### config.mk
export PLATFORM = sky130hd
export DESIGN_NAME = rk_sd_bridge
export DESIGN_NICKNAME = d
export VERILOG_FILES = /design/src/rtl/rk_sd_bridge_pkg.sv /design/src/rtl/rk_sd_timer.sv /design/src/rtl/rk_sd_bridge.sv
export SDC_FILE = /design/constraint.sdc
export NUM_CORES = 1
export LEC_CHECK = 0
export CAP_MARGIN = 10
export CORE_MARGIN = 3
export CORE_UTILIZATION = 53
export DETAILED_ROUTE_END_ITERATION = 7
export GPL_ROUTABILITY_DRIVEN = 1
export PLACE_DENSITY = 0.83
export SLEW_MARGIN = 10
export SYNTH_ARGS = -nofsm -noshare
export SYNTH_HDL_FRONTEND = slang
export SYNTH_SLANG_ARGS = --single-unit
### constraint.sdc
create_clock -name clk20 -period 8.4 [get_ports clk20]
set_clock_uncertainty 0.1 [all_clocks]
set_input_delay 1.26 -clock clk20 [delete_from_list [all_inputs] [get_ports clk20]]
set_output_delay 1.26 -clock clk20 [all_outputs]
set_load 0.01 [all_outputs]
### src/rtl/rk_sd_bridge_pkg.sv
// Shared types and status codes for the RK11 to SD command bridge.
// Error codes are also decoded by the RK11 status logic.
package rk_sd_bridge_pkg;

    typedef enum logic [2:0] {
        ST_IDLE   = 3'd0,
        ST_ISSUE  = 3'd1,
        ST_ACCEPT = 3'd2,
        ST_XFER   = 3'd3,
        ST_DONE   = 3'd4,
        ST_ERROR  = 3'd5
    } state_t;

    localparam logic [7:0] ERR_BOTH    = 8'hE1;
    localparam logic [7:0] ERR_BUSY    = 8'hE2;
    localparam logic [7:0] ERR_ACCEPT  = 8'hE3;
    localparam logic [7:0] ERR_OVER    = 8'hE4;
    localparam logic [7:0] ERR_SHORT   = 8'hE5;
    localparam logic [7:0] ERR_TIMEOUT = 8'hE6;

    function automatic logic [31:0] make_lba(
        input logic [15:0] offset,
        input logic [2:0]  dev,
        input logic [12:0] blk
    );
        return {offset, dev, blk};
    endfunction

endpackage

### src/rtl/rk_sd_timer.sv
// Saturating down-counter: load arms it, en counts it down,
// expire is high once CYCLES enabled cycles have elapsed since load.
module rk_sd_timer #(
    parameter int CYCLES = 16
) (
    input  logic clk20,
    input  logic reset,
    input  logic load,
    input  logic en,
    output logic expire
);

    localparam int W = (CYCLES > 2) ? $clog2(CYCLES) : 1;
    localparam logic [W-1:0] LOAD_VAL = W'(CYCLES - 1);

    logic [W-1:0] count;

    always_ff @(posedge clk20) begin
        if (reset) begin
            count <= '0;
        end else if (load) begin
            count <= LOAD_VAL;
        end else if (en && (count != '0)) begin
            count <= count - W'(1);
        end
    end

    assign expire = (count == '0);

endmodule

### src/rtl/rk_sd_bridge.sv
// Sequences RK11 block requests onto the SD engine and checks
// the word count and status of every block transfer.
module rk_sd_bridge #(
    parameter logic [15:0] LBA_OFFSET      = 16'h0002,
    parameter int          WORDS_PER_BLOCK = 256,
    parameter int          ACCEPT_CYCLES   = 16,
    parameter int          TIMEOUT_CYCLES  = 2000000
) (
    input  logic        clk20,
    input  logic        reset,
    input  logic [2:0]  rk_dev_sel,
    input  logic [12:0] rk_lba,
    input  logic        rk_read,
    input  logic        rk_write,
    output logic        rk_ready,
    output logic        rk_done,
    output logic        rk_error,
    output logic [7:0]  rk_err_code,
    output logic [8:0]  xfer_count,
    input  logic        sd_ready,
    input  logic [7:0]  sd_err,
    input  logic        sd_rd_strobe,
    input  logic        sd_wr_strobe,
    output logic        sd_read,
    output logic        sd_write,
    output logic [31:0] sd_lba
);

    import rk_sd_bridge_pkg::*;

    localparam logic [9:0] WPB = 10'(WORDS_PER_BLOCK);

    state_t      state;
    state_t      state_nxt;
    logic        accept;
    logic        go_err;
    logic [7:0]  err_nxt;
    logic [7:0]  pend_code;
    logic        dir_wr;
    logic        acc_en;
    logic        acc_exp;
    logic        to_en;
    logic        to_exp;
    logic        counting;
    logic        strobe;
    logic [9:0]  count_inc;
    logic        overflow;

    assign acc_en   = (state == ST_ACCEPT);
    assign counting = (state == ST_ACCEPT) || (state == ST_XFER);
    assign to_en    = counting || (state == ST_ISSUE);

    // Only the strobe matching the latched direction is counted.
    assign strobe    = dir_wr ? sd_wr_strobe : sd_rd_strobe;
    assign count_inc = {1'b0, xfer_count} + {9'd0, strobe};
    assign overflow  = (count_inc > WPB);

    rk_sd_timer #(
        .CYCLES (ACCEPT_CYCLES)
    ) u_accept_timer (
        .clk20  (clk20),
        .reset  (reset),
        .load   (accept),
        .en     (acc_en),
        .expire (acc_exp)
    );

    rk_sd_timer #(
        .CYCLES (TIMEOUT_CYCLES)
    ) u_timeout_timer (
        .clk20  (clk20),
        .reset  (reset),
        .load   (accept),
        .en     (to_en),
        .expire (to_exp)
    );

    always_ff @(posedge clk20) begin
        if (reset) begin
            state <= ST_IDLE;
        end else begin
            state <= state_nxt;
        end
    end

    always_comb begin
        state_nxt = state;
        accept    = 1'b0;
        go_err    = 1'b0;
        err_nxt   = 8'h00;
        unique case (state)
            ST_IDLE: begin
                if (rk_read && rk_write) begin
                    go_err  = 1'b1;
                    err_nxt = ERR_BOTH;
                end else if (rk_read || rk_write) begin
                    if (!sd_ready) begin
                        go_err  = 1'b1;
                        err_nxt = ERR_BUSY;
                    end else begin
                        accept    = 1'b1;
                        state_nxt = ST_ISSUE;
                    end
                end
            end
            ST_ISSUE: begin
                state_nxt = ST_ACCEPT;
            end
            ST_ACCEPT: begin
                if (overflow) begin
                    go_err  = 1'b1;
                    err_nxt = ERR_OVER;
                end else if (!sd_ready) begin
                    state_nxt = ST_XFER;
                end else if (acc_exp) begin
                    go_err  = 1'b1;
                    err_nxt = ERR_ACCEPT;
                end else if (to_exp) begin
                    go_err  = 1'b1;
                    err_nxt = ERR_TIMEOUT;
                end
            end
            ST_XFER: begin
                // A strobe coinciding with sd_ready is already in count_inc.
                if (overflow) begin
                    go_err  = 1'b1;
                    err_nxt = ERR_OVER;
                end else if (sd_ready) begin
                    if (sd_err != 8'h00) begin
                        go_err  = 1'b1;
                        err_nxt = sd_err;
                    end else if (count_inc != WPB) begin
                        go_err  = 1'b1;
                        err_nxt = ERR_SHORT;
                    end else begin
                        state_nxt = ST_DONE;
                    end
                end else if (to_exp) begin
                    go_err  = 1'b1;
                    err_nxt = ERR_TIMEOUT;
                end
            end
            ST_DONE: begin
                state_nxt = ST_IDLE;
            end
            ST_ERROR: begin
                state_nxt = ST_IDLE;
            end
            default: begin
                state_nxt = ST_IDLE;
            end
        endcase
        if (go_err) begin
            state_nxt = ST_ERROR;
        end
    end

    always_ff @(posedge clk20) begin
        if (reset) begin
            rk_ready    <= 1'b0;
            rk_done     <= 1'b0;
            rk_error    <= 1'b0;
            rk_err_code <= 8'h00;
            xfer_count  <= 9'd0;
            sd_read     <= 1'b0;
            sd_write    <= 1'b0;
            sd_lba      <= 32'd0;
            dir_wr      <= 1'b0;
            pend_code   <= 8'h00;
        end else begin
            rk_ready <= (state == ST_IDLE) && sd_ready && !accept && !go_err;
            rk_done  <= 1'b0;
            sd_read  <= 1'b0;
            sd_write <= 1'b0;
            if (accept) begin
                sd_lba      <= make_lba(LBA_OFFSET, rk_dev_sel, rk_lba);
                dir_wr      <= rk_write;
                sd_read     <= rk_read;
                sd_write    <= rk_write;
                rk_error    <= 1'b0;
                rk_err_code <= 8'h00;
                xfer_count  <= 9'd0;
            end
            if (go_err) begin
                pend_code <= err_nxt;
            end
            if (counting) begin
                xfer_count <= count_inc[8:0];
            end
            if (state == ST_DONE) begin
                rk_done <= 1'b1;
            end
            if (state == ST_ERROR) begin
                rk_done     <= 1'b1;
                rk_error    <= 1'b1;
                rk_err_code <= pend_code;
            end
        end
    end

endmodule
Word level (Yosys, flattened, before mapping). Cells that the tools add are included.

Flip-flop bits (word level): 76.

Muxes and demuxes: 52. Reductions and logical operators: 26. Order comparisons: 1. Bitwise logic cells: 1. Equality and inequality tests: 24. Add/sub/neg operators: 3.

Operators by type and width (count): two-way mux 8 bit (13); two-way mux 21 bit (2); two-way mux 3 bit (10); != test 3 bit (second input constant) (9); case mux 8 bit (3 select lines) (1); logical NOT 21 bit (1); nonzero test 21 bit (1); subtractor 21 x 1 -> 21 bit (second input constant) (1); two-way mux 1 bit (20); two-way mux 9 bit (2); != test 2 bit (second input constant) (9); AND reduction 9 bit (2); case mux 3 bit (4 select lines) (1); adder 9 x 1 -> 10 bit (1); greater-than comparator 10 x 9 -> 1 bit (second input constant) (1); != test 10 x 9 -> 1 bit (second input constant) (1); two-way mux 4 bit (2); nonzero test 2 bit (4); nonzero test 8 bit (1); equality test 3 x 2 -> 1 bit (second input constant) (2); equality test 3 bit (second input constant) (2); logical AND 1 bit (6); OR reduction 2 bit (3); logical NOT 4 bit (1); 8 further kinds (11).

Longest topological paths before layout. Gate-level depths: netlist of the first run.

Depth in word-level cells: 10. Mapped depth: 10.

By module. Synthesis of the first run repeated with hierarchy kept, for this count alone.

Cells, all modules: 483. Area total of the unflattened synthesis: 4038.9 um^2.

By module, submodules not included: rk_sd_bridge (area an instance 2562.5 um^2, cells an instance 316, times used 1); rk_sd_timer (u_timeout_timer) (area an instance 1265.0 um^2, cells an instance 143, times used 1); rk_sd_timer (u_accept_timer) (area an instance 211.5 um^2, cells an instance 24, times used 1).

Worst setup path after synthesis of the first run. Ideal clock, no wire load.

Path kind: input to register. Start: input sd_wr_strobe. End: register state[1]. Setup time: 0.062 ns. Setup slack: 4.375 ns. Data required time: 8.238 ns. Path buffers: 0. Stages on the path: 10. Arrival: 3.864 ns. Cells stage by stage: mux2_2 -> ha_1 -> ha_1 -> or2_2 -> or4_1 -> o21ai_2 -> o211ai_2 -> o31a_1 -> o31ai_4 -> and4_1.

Word-level cells in the longest chain between the ends: 9. Elaborated cells between the ends (all ways): 15. Those cells by class: add/sub (1); order compare (1); eq/ne (4); mux (7); reduce/logical (2).

Ends and longest elaborated chain: start: declaration (RTL line rk_sd_bridge.sv:23) `input logic sd_wr_strobe,`; two-way mux 1 bit (*) (RTL line rk_sd_bridge.sv:54) `assign strobe = dir_wr ? sd_wr_strobe : sd_rd_strobe;`; adder 9 x 1 -> 10 bit (*) (RTL line rk_sd_bridge.sv:55) `assign count_inc = {1'b0, xfer_count} + {9'd0, strobe};`; != test 10 x 9 -> 1 bit (RTL line rk_sd_bridge.sv:132) `end else if (count_inc != WPB) begin`; two-way mux 1 bit (RTL line rk_sd_bridge.sv:132); two-way mux 1 bit (RTL line rk_sd_bridge.sv:129) `if (sd_err != 8'h00) begin`; two-way mux 1 bit (RTL line rk_sd_bridge.sv:128) `end else if (sd_ready) begin`; two-way mux 1 bit (RTL line rk_sd_bridge.sv:125) `if (overflow) begin`; case mux 1 bit (3 select lines) (RTL line rk_sd_bridge.sv:91) `unique case (state)`; OR reduction 2 bit (no source line); end signal: assignment (RTL line rk_sd_bridge.sv:82) `state <= state_nxt;`; end: declaration (RTL line rk_sd_bridge.sv:33) `state_t state;`.

Every way passes the cells marked *; elsewhere a longest branch is shown, timed or not. A chain may end at the register's enable or synchronous reset.

Worst setup path in the final report of the first run.
Start: input sd_wr_strobe. End: register pend_code[6].

Word-level cells in the longest chain between the ends: 8. Elaborated cells between the ends (all ways): 16. Those cells by class: add/sub (1); order compare (1); eq/ne (1); mux (13).

Ends and longest elaborated chain: two-way mux 1 bit (*) (RTL line rk_sd_bridge.sv:54); adder 9 x 1 -> 10 bit (*) (RTL line rk_sd_bridge.sv:55); != test 10 x 9 -> 1 bit (RTL line rk_sd_bridge.sv:132); two-way mux 8 bit or two-way mux 1 bit (tied branches) (RTL line rk_sd_bridge.sv:132); two-way mux 8 bit or two-way mux 1 bit (tied branches) (RTL line rk_sd_bridge.sv:129); two-way mux 8 bit or two-way mux 1 bit (tied branches) (RTL line rk_sd_bridge.sv:128); two-way mux 8 bit or two-way mux 1 bit (tied branches) (RTL line rk_sd_bridge.sv:125); case mux 8 bit (3 select lines) or case mux 1 bit (3 select lines) (tied branches) (RTL line rk_sd_bridge.sv:91); end signal: assignment (RTL line rk_sd_bridge.sv:185) `pend_code <= err_nxt;`; end: declaration (RTL line rk_sd_bridge.sv:38) `logic [7:0] pend_code;`.

Marks and branches as above.

==> impl_results.md, run 1 <==
* Hold path cells at 2
* Simple-gate share of the synthesized area at between 20% and 30%
* Vias in the first global route at around 2800
* Netlist Area Pre-Place at approximately 0.0035 sq mm
* Comb pwr share at 30.3%
* Final slew viol count at 0
* Asr flop ratio synth at 0%
* Switching power at around 0.00037 W
* Num ports at 85
* P_int at roughly 0.00071 W
* Sw Share at between 30% and 40%
* Combinational family with the most area after synthesis: simple AND/OR/NAND/NOR gates
* GRT met1 Usage at 30.9%
* Core Rows at 28
* VDD IR max at roughly 0.00016 V
* Core Area at around 0.0062 sq mm
* Number of H-tree levels at 3
* Setup bufs post-CTS at 0
* Synth Area in XOR/XNOR at about 5.3%
* Gr ovfl total at 0
* Post-CTS Hold Buffers at 0
* Worst-margin pin slew at approximately 900 ps
* Routed WL per cell at roughly 15 um
* Crit path top cell by count: ha_1
* Synth Instances at approximately 420
* Status: completed
* Count of final setup violators at 0
* Met3 Usage GRT at approximately 5.7%
* R2R Setup Slk at approximately 5000 ps
* Share of cells above drive strength 1 at under 10%
* DRT iter0 DRCs at 230
* Max Root-Sink Buffers at 2
* Worst Hold End: sd_lba[10]
* Initial antenna violation count at 0
* Routability cong. at 0.828
* Synth Area in Adders at around 1.7%
* Pwr dens at between 200 and 250 mW/mm^2
* WL final at ~8.3 mm
* Crit-path max cell delay at between 400 and 500 ps
* Clk_lat worst skew at 360 ps
* Crit. End Element: register
* Max cap viols at 0
* Drt via density at about 5.7
* Resized Gates After CTS at 0
* Commonest non-fill, non-tap cells in the layout: 76 x dfxtp_1, 68 x clkdlybuf4s50_1, 57 x nand2_1
* EDFF count, synth at 0
* Reg-to-reg endpoint: pend_code[6]
* Largest net degree at the start of global routing at 55
* Avg Cell Area, Syn at about 8.3 sq um
* Fin Setup TNS at 0 ps
* DRC viols at 0
* Fin. Hold Viols at 0
* Worst min-delay path category: reg2reg
* Worst path arrival time at about 4500 ps
* Global-route layer with the greatest usage: met2
* Layout Nets at 520
* RR Startpoint: dir_wr
* First-pass GRT wire length at around 13 mm
* Critical Path, Cell by Cell: clkdlybuf4s50_1, mux2_2, ha_1, ha_1, or2_2, or4_1, o21ai_2, o211ai_2, o31a_1, o31ai_4, a221oi_1
* CTS tree: done
* Hold_ws at between 300 and 400 ps
* LEAKAGE at 1.60 nW
* Tmin final at roughly 4300 ps
* Slowest library cell on the worst path: or4_1
* Clk slew on worst S/H paths at ~80 ps
* Reg power frac at roughly 43%
* Synth Area in Compound Gates at around a fifth
* CTS buffer count at 9
* Worst slew margin at about 40%
* Multiplexer area fraction after synthesis at less than 1%
* Remaining antenna violation count at 0
* Post-synthesis register bit count at between 70 and 80
* Vias at roughly 3200
* Clock Tree Root: clkbuf_8
* Overall Global Routing Usage at between 20% and 30%
* Met2 Resource Use GR at around a third
* Die area at 0.00762 sq mm
* Die H at 87.3 um
* Most common cell after layout, fill and taps aside: dfxtp_1
* Antenna cells at 0
* I/O Buffers at 69
* Clock power frac at between 20% and 30%
* Tcrit/Tclk final at between 50% and 60%
* Worst reg2reg path depth at 10
* Place WS at about 3700 ps
* DR pass1 iterations at 5
* RSZ-0062 raised after global routing: false
* Area Overhead vs Synth at 24.8%
* Hold_sp: sd_lba[10]
* Setup CP Type: in2reg
* Worst-path maximum fanout at 10
* Initial core utilization at a little under three fifths
* Syn. warnings at 0
* Yosys cell types at 56
* Die Wd at around 87 um
* Max frequency at between 0.2 and 0.25 GHz
* Sequential-to-total area share from yosys stat at 43.5%
* CP required at roughly 8500 ps
* Top FF cell, synth: dfxtp_1
* Worst setup SP type: primary input
* Clock sink total at 76
* Final WS setup at between 4000 and 5000 ps
* Post-detail-place hpwl at about 5.8 mm
==> per-stage QoR <==
step	total power (W)	utilization (%)	std cells	area, sq um
after floorplan	0.000712	-	438	3550
after global placement	0.000793	67.5	549	4160
after detailed placement	0.000799	67.5	549	4160
after CTS	0.00109	70.9	565	4370
after global routing	0.00116	70.9	565	4370
final	0.00109	70.9	565	4370
==> worst max-delay path, delay by kind of cell <==
kind	cells	cell delay, ps
AOI/OAI and AO/OA	5	1320
buffers and inverters	1	400
and+or+nand+nor	2	700
muxes	1	260
adders and majority gates	2	500
==> layer usage <==
metal | vias up | wire, um
li1 | 1592 | -
met1 | 1496 | 4030
met2 | 99 | 3650
met3 | 9 | 541
met4 | 0 | 96
met5 | - | 0
==> power groups by stage <==
stage,Clock (W),Sequential [W],Combinational (W)
after global routing,0.000310,0.000474,0.000372
after global placement,0,0.000470,0.000322
after floorplan,0,0.000464,0.000248
final,0.000291,0.000466,0.000329
after detailed placement,0,0.000473,0.000327
after CTS,0.000295,0.000465,0.000329
==> registers in the layout, indices dropped and copies added (netlist names) <==
register / cells
rk_err_code: 8
u_timeout_timer.count: 21
xfer_count: 9
rk_ready: 1
u_accept_timer.count: 4
dir_wr: 1
pend_code: 8
rk_error: 1
state: 3
sd_write: 1
rk_done: 1
sd_lba: 17
sd_read: 1
==> kinds of logic after synthesis <==
family	after synthesis
compound gates	103
flops	76
xor+xnor	21
mux	2
simple gates	169
buf+inv	47
other cells	1
fa+ha+maj	5
==> layout make-up <==
cell class | instances | area [sq um]
Tap cell | 75 | 93.8
Timing Repair Buffer | 71 | 701
Inverter | 12 | 45.0
Multi-Input combinational cell | 315 | 1800
Clock inverter | 5 | 58.8
Sequential cell | 76 | 1520
Clock buffer | 11 | 151
Fill cell | 487 | 1800
==> how the worst max path moves through the flow <==
stage                       startpoint            to  slack (ps)  cells past startpoint
after floorplan           sd_wr_strobe      state[1]        4370                     10
after global placement    sd_wr_strobe  pend_code[6]        3760                     11
after detailed placement  sd_wr_strobe  pend_code[6]        3690                     11
after CTS                 sd_wr_strobe  pend_code[6]        4080                     11
after global routing      sd_wr_strobe  pend_code[6]        3960                     11
final                     sd_wr_strobe  pend_code[6]        4060                     11
==> cells in the mapped netlist, types with 2 or more instances <==
cell type   n  area (sq um)
nand4_1     5          31.3
xnor2_1    12           105
o211ai_1    3          22.5
ha_1        4          50.1
buf_4      15           113
inv_1      12          45.0
o21a_1      2          15.0
nand3_1    10          50.1
nor4_1      9          56.3
or2_2       3          18.8
nand3b_1    2          15.0
and3_1      5          31.3
a21oi_1    46           230
and2_1      2          12.5
nor2_1     43           161
o21ai_0    14          70.1
a221oi_1    3          26.3
a22o_1      9          78.8
dfxtp_1    76          1520
or4_1       4          30.0
nand2b_1    2          12.5
nor3_1     14          70.1
a21o_1      2          15.0
a31oi_1     3          18.8
nand2_1    57           214
clkbuf_1   18          67.6
a211oi_1    3          22.5
a32o_1      3          30.0
xor2_1      9          78.8
o31ai_1     2          15.0
nor2b_1     4          25.0
or3_1       2          12.5
and4_1      3          26.3
No activity file was read; power rests on OpenSTA's default activity.
==> inputs of run 2 (changes only) <==
CORE_UTILIZATION = 49   (was 53)
PLACE_DENSITY = 0.77   (was 0.83)
clock period = 4.2 ns   (was 8.4 ns; I/O delays follow)
==> impl_results.md, run 2 (synthesis gave the netlist of run 1 again) <==
* Max reg flops at 21 (unchanged)
* Reg power frac at 42.0% (-0.9 points)
* Routability cong. at 1.06 (+28%)
* Max cap viols at 0 (unchanged)
* Max Root-Sink Buffers at 2 (unchanged)
* Final slew viol count at 0 (unchanged)
* Die Wd at 90.5 um (+3.7%)
* Commonest non-fill, non-tap cells in the layout: 76 x dfxtp_1, 68 x clkdlybuf4s50_1, 57 x nand2_1
* Vias at 3205 (+0.28%)
* DRT iter0 DRCs at 131 (-43%)
* Worst reg2reg path depth at 10 (unchanged)
* LEAKAGE at 1.62 nW (+1.2%)
* Tmin final at 3670 ps
* Critical Path, Cell by Cell: clkdlybuf4s50_1, mux2_2, ha_1, ha_1, or2_2, or4_1, o21ai_2, o211ai_2, o31a_1, o31ai_4, a221oi_1
* Worst path arrival time at 3770 ps (-680 ps)
* Overall Global Routing Usage at 20.8% (-1.5 points)
* Worst setup SP type: primary input
* Crit-path max cell delay at 420 ps (about the same)
* Vias in the first global route at 2996 (+6.6%)
* VDD IR max at 0.000361 V (+120%)
* Setup bufs post-CTS at 0 (unchanged)
* Comb pwr share at 29.9% (-0.4 points)
* Post-CTS Hold Buffers at 0 (unchanged)
* Resized Gates After CTS at 0 (unchanged)
* R2R Setup Slk at 790 ps (-4170 ps)
* Top delay family on crit path: compound AO/OA/AOI/OAI gates
* Worst slew margin at 54.9% (+15 points)
* Die area at 0.00819 sq mm (+7.6%)
* Clock Tree Root: clkbuf_8
* Max frequency at ~0.27 GHz
* Tcrit/Tclk final at 87.4%
* Worst-path maximum fanout at 10 (unchanged)
* CTS tree: done
* DRC viols at 0 (unchanged)
* Core Area at 0.00687 sq mm (+11%)
* Post-detail-place hpwl at 5.74 mm (-0.64%)
* Largest net degree at the start of global routing at 54 (-1.8%)
* Hold path cells at 2 (unchanged)
* Worst-margin pin slew at 674 ps (-228 ps)
* Gr ovfl total at 0 (unchanged)
* P_int at 0.00147 W (+110%)
* Crit. End Element: register
* Hold_sp: sd_lba[12]
* Clk_lat worst skew at 340 ps (-20 ps)
* Most common cell after layout, fill and taps aside: dfxtp_1
* RSZ-0062 raised after global routing: false
* Largest reg by FF count: u_timeout_timer.count
* Drt via density at 5.46 (-3.5%)
* I/O Buffers at 69 (unchanged)
* RR Startpoint: dir_wr
* Sw Share at 33.5% (-0.76 points)
* Setup CP Type: in2reg
* Count of final setup violators at 0 (unchanged)
* Slowest library cell on the worst path: or4_1
* Placed instance area at 0.00419 sq mm (+0.81%)
* Pwr dens at 501 mW/mm^2 (+100%)
* Status: completed
* Worst Hold End: sd_lba[12]
* WL final at 8.22 mm (-1.2%)
* Num ports at 85 (unchanged)
* Remaining antenna violation count at 0 (unchanged)
* First-pass GRT wire length at 14.3 mm (+6.2%)
* Top Registers: u_timeout_timer.count (21), sd_lba (17), xfer_count (9)
* DR pass1 iterations at 5 (unchanged)
* Switching power at 0.000742 W (+99%)
* Reg-to-reg endpoint: pend_code[5]
* Initial core utilization at 51.0% (-5.8 points)
* Post-route non-filler standard cell count at 587 (+3.9%)
* Initial antenna violation count at 0 (unchanged)
* Clock sink total at 76 (unchanged)
* Bufs and invs on worst path at 1 (unchanged)
* CTS buffer count at 9 (unchanged)
* Crit path top cell by count: ha_1
* Die H at 90.5 um (+3.7%)
* Clk slew on worst S/H paths at 80 ps (about the same)
* Layout Nets at 521 (+0.19%)
* Core Rows at 30 (+7.1%)
* Fin. Hold Viols at 0 (unchanged)
* Number of H-tree levels at 3 (unchanged)
* Area Overhead vs Synth at 26.2%
* CP required at 4300 ps (-4210 ps)
* Fin area at 0.00442 sq mm (+1.1%)
* Placed cell count at 571 (+4.0%)
* Fill count at 599 (+23%)
* Share of cells above drive strength 1 at 6.11% (+0.19 points)
* Antenna cells at 0 (unchanged)
* Worst min-delay path category: reg2reg
* Clock power frac at 28.0% (+1.2 points)
* Routed WL per cell at 14.0 um (-5.0%)
* Fin Setup TNS at 0 ps (unchanged)
==> run 2: changes by cell type in the layout (fill, tap and decap cells not counted), sizes merged <==
cell / previous run / this run
clkinv: 1 / 4
bufinv: 1 / 2
clkbuf: 11 / 10
inv: 13 / 12
clkinvlp: 2 / 0
buf: 3 / 4
==> run 2: layout make-up <==
| type | count | area (sq um) | share of cell area (%) |
|---|---|---|---|
| inverters | 12 | 45.0 | 1.02 |
| flip-flops and latches | 76 | 1520 | 34.4 |
| clock buffers | 10 | 138 | 3.12 |
| repair buffers | 72 | 708 | 16.0 |
| multi-input cells | 315 | 1800 | 40.7 |
| clock inverters | 6 | 87.6 | 1.98 |
| well taps | 96 | 120 | 2.72 |
==> run 2: power groups by stage <==
stage               combinational (W)  sequential [W]  clock [W]
CTS                          0.000661        0.000929   0.000638
floorplan                    0.000496        0.000927          0
finish                       0.000663        0.000930   0.000621
global placement             0.000643        0.000939          0
detailed placement           0.000656        0.000945          0
global route                 0.000746        0.000947   0.000679
==> run 2: worst min-delay path, cell delays in order (launching register included) <==
cell and delay [ps]:
dfxtp_1 310, nand2_1 50, a21oi_1 50
==> run 2: how the worst max path moves through the flow <==
stage	startpoint	endpoint	depth (start not counted)
after CTS	sd_wr_strobe	pend_code[6]	11
after global placement	sd_wr_strobe	pend_code[7]	11
after global routing	sd_rd_strobe	state[1]	11
final	sd_wr_strobe	pend_code[5]	11
after floorplan	sd_wr_strobe	state[1]	10
after detailed placement	sd_rd_strobe	pend_code[6]	11
==> run 2: metrics by stage <==
step	total power [W]	hold slack, ps	util, %	worst slack, ps
3_5_place_dp	0.00160	346	61.0	179
3_3_place_gp	0.00158	332	61.0	213
2_1_floorplan	0.00142	335	-	805
6_report	0.00221	354	64.3	530
4_1_cts	0.00223	357	64.3	545
5_1_grt	0.00237	375	64.3	389
==> run 2: metal layers <==
| layer | GRT usage [%] | up-vias | share of wire, % |
|---|---|---|---|
| met5 | 0 | - | 0 |
| met4 | 7.27 | 0 | 1.7 |
| met1 | 26.5 | 1478 | 45 |
| li1 | - | 1598 | - |
| met3 | 5.58 | 11 | 6.8 |
| met2 | 34.0 | 118 | 47 |
==> inputs of run 3 (changes only) <==
MAX_ROUTING_LAYER = met4   (was default)
==> impl_results.md, run 3 (synthesis gave the netlist of run 1 again) <==
* Tcrit/Tclk final at 88.7% (+1.3 points)
* Tot Pwr at 0.00213 W (-3.8%)
* First-pass GRT wire length at 14.2 mm (-0.20%)
* CTS tree: done
* Initial core utilization at 51.0% (unchanged)
* Clock Tree Root: clkbuf_8
* Clk_lat worst skew at 340 ps (about the same)
* Pwr dens at 485 mW/mm^2 (-3.2%)
* Die H at 90.5 um (unchanged)
* Largest reg by FF count: u_timeout_timer.count
* Vias in the first global route at 3054 (+1.9%)
* Area Overhead vs Synth at 25.4%
* Routability cong. at 0.903 (-15%)
* P_int at 0.00141 W (-4.5%)
* Place WS at 108 ps (-70.6 ps)
* Max reg flops at 21 (unchanged)
* I/O Buffers at 69 (unchanged)
* Worst min-delay path category: reg2reg
* Number of H-tree levels at 3 (unchanged)
* Worst-margin pin slew at 772 ps (+98.2 ps)
* Worst path arrival time at 3810 ps (+40 ps)
* Clock power frac at 25.3% (-2.7 points)
* Worst slew margin at 48.4% (-6.6 points)
* Tmin final at 3720 ps (+54.7 ps)
* Worst-path maximum fanout at 10 (unchanged)
* Remaining antenna violation count at 0 (unchanged)
* RR Startpoint: dir_wr
* VDD IR max at 0.000280 V (-22%)
* Commonest non-fill, non-tap cells in the layout: 76 x dfxtp_1, 68 x clkdlybuf4s50_1, 57 x nand2_1
* Share of cells above drive strength 1 at 6.11% (unchanged)
* Max frequency at 0.269 GHz (-1.5%)
* Fin area at 0.00439 sq mm (-0.62%)
* Final slew viol count at 0 (unchanged)
* DRC viols at 0 (unchanged)
* Post-route non-filler standard cell count at 587 (unchanged)
* Most common cell after layout, fill and taps aside: dfxtp_1
* Clock sink total at 76 (unchanged)
* CTS buffer count at 9 (unchanged)
* Final WS setup at 476 ps (-54.7 ps)
* Fin. Hold Viols at 0 (unchanged)
* Max cap viols at 0 (unchanged)
* Clk slew on worst S/H paths at 70 ps (about the same)
* Reg power frac at 43.8% (+1.8 points)
* Gr ovfl total at 0 (unchanged)
* Worst setup SP type: primary input
* LEAKAGE at 1.61 nW (-0.83%)
* Setup CP Type: in2reg
* Overall Global Routing Usage at 21.6% (+0.75 points)
* Placed cell count at 572 (+0.18%)
* CP required at 4290 ps (about the same)
* Core Area at 0.00687 sq mm (unchanged)
* WL final at 8.48 mm (+3.2%)
* Die area at 0.00819 sq mm (unchanged)
* Fin Setup TNS at 0 ps (unchanged)
* Num ports at 85 (unchanged)
* Comb pwr share at 30.9% (+1.0 points)
* Placed instance area at 0.00420 sq mm (+0.18%)
* Worst Setup SP: sd_wr_strobe
* Hold_sp: rk_error
* Switching power at 0.000724 W (-2.4%)
* Initial antenna violation count at 0 (unchanged)
* Resized Gates After CTS at 0 (unchanged)
* Top Registers: u_timeout_timer.count (21), sd_lba (17), xfer_count (9)
* Core Rows at 30 (unchanged)
* Max Root-Sink Buffers at 2 (unchanged)
* Drt via density at 5.45 (-0.22%)
* DRT iter0 DRCs at 132 (+0.76%)
* DR pass1 iterations at 4 (-1)
* Status: completed
* Vias at 3198 (-0.22%)
* Layout Nets at 522 (+0.19%)
* RSZ-0062 raised after global routing: false
* Post-detail-place hpwl at 6.07 mm (+5.7%)
* Antenna cells at 0 (unchanged)
* Crit. End Element: register
* Largest net degree at the start of global routing at 54 (unchanged)
* Setup bufs post-CTS at 0 (unchanged)
* Sw Share at 34.0% (+0.48 points)
* Count of final setup violators at 0 (unchanged)
* Routed WL per cell at 14.4 um (+3.2%)
* Post-CTS Hold Buffers at 0 (unchanged)
* Die Wd at 90.5 um (unchanged)
## run 3: layer usage
layer / GRT usage, % / routed length (um) / part of all wire (%) / up-vias
met1: 27.4 / 3950 / 47 / 1493
met2: 34.7 / 4030 / 47 / 100
met3: 3.67 / 382 / 4.5 / 16
met4: 7.91 / 118 / 1.4 / 0
met5: - / 0 / 0 / -
li1: - / - / - / 1589
## run 3: worst max-delay path, stage by stage
cell,delay (ps)
clkdlybuf4s50_1,390
mux2_2,260
ha_1,230
ha_1,300
or2_2,280
or4_1,420
o21ai_2,190
o211ai_2,150
o31a_1,380
o31ai_4,400
a221oi_1,170
## run 3: path summary, 6_finish.rpt
path	slack, ps	cells past startpoint	endpoint
max	480	11	pend_code[5]
min	350	1	rk_error
max reg2reg	760	10	pend_code[5]
min reg2reg	350	1	rk_error
## run 3: through the flow
stage | hold WS (ps) | util, %
2_1_floorplan | 335 | -
3_3_place_gp | 333 | 61.1
3_5_place_dp | 341 | 61.1
4_1_cts | 358 | 63.9
5_1_grt | 382 | 63.9
6_report | 354 | 63.9
## run 3: area by class of cell
| cell class | count | area [sq um] |
|---|---|---|
| flip-flops and latches | 76 | 1520 |
| multi-input cells | 315 | 1800 |
| well taps | 96 | 120 |
| inverters | 12 | 45.0 |
| clock buffers | 10 | 138 |
| repair buffers | 73 | 716 |
| clock inverters | 5 | 52.6 |
| fillers | 634 | 2480 |
## run 3: power by group through the flow
stage | Sequential, W | Clock, W | Combinational [W]
after floorplan | 0.000927 | 0 | 0.000496
after global placement | 0.000940 | 0 | 0.000650
after detailed placement | 0.000947 | 0 | 0.000661
after CTS | 0.000931 | 0.000552 | 0.000663
after global routing | 0.000949 | 0.000587 | 0.000742
final | 0.000933 | 0.000540 | 0.000658
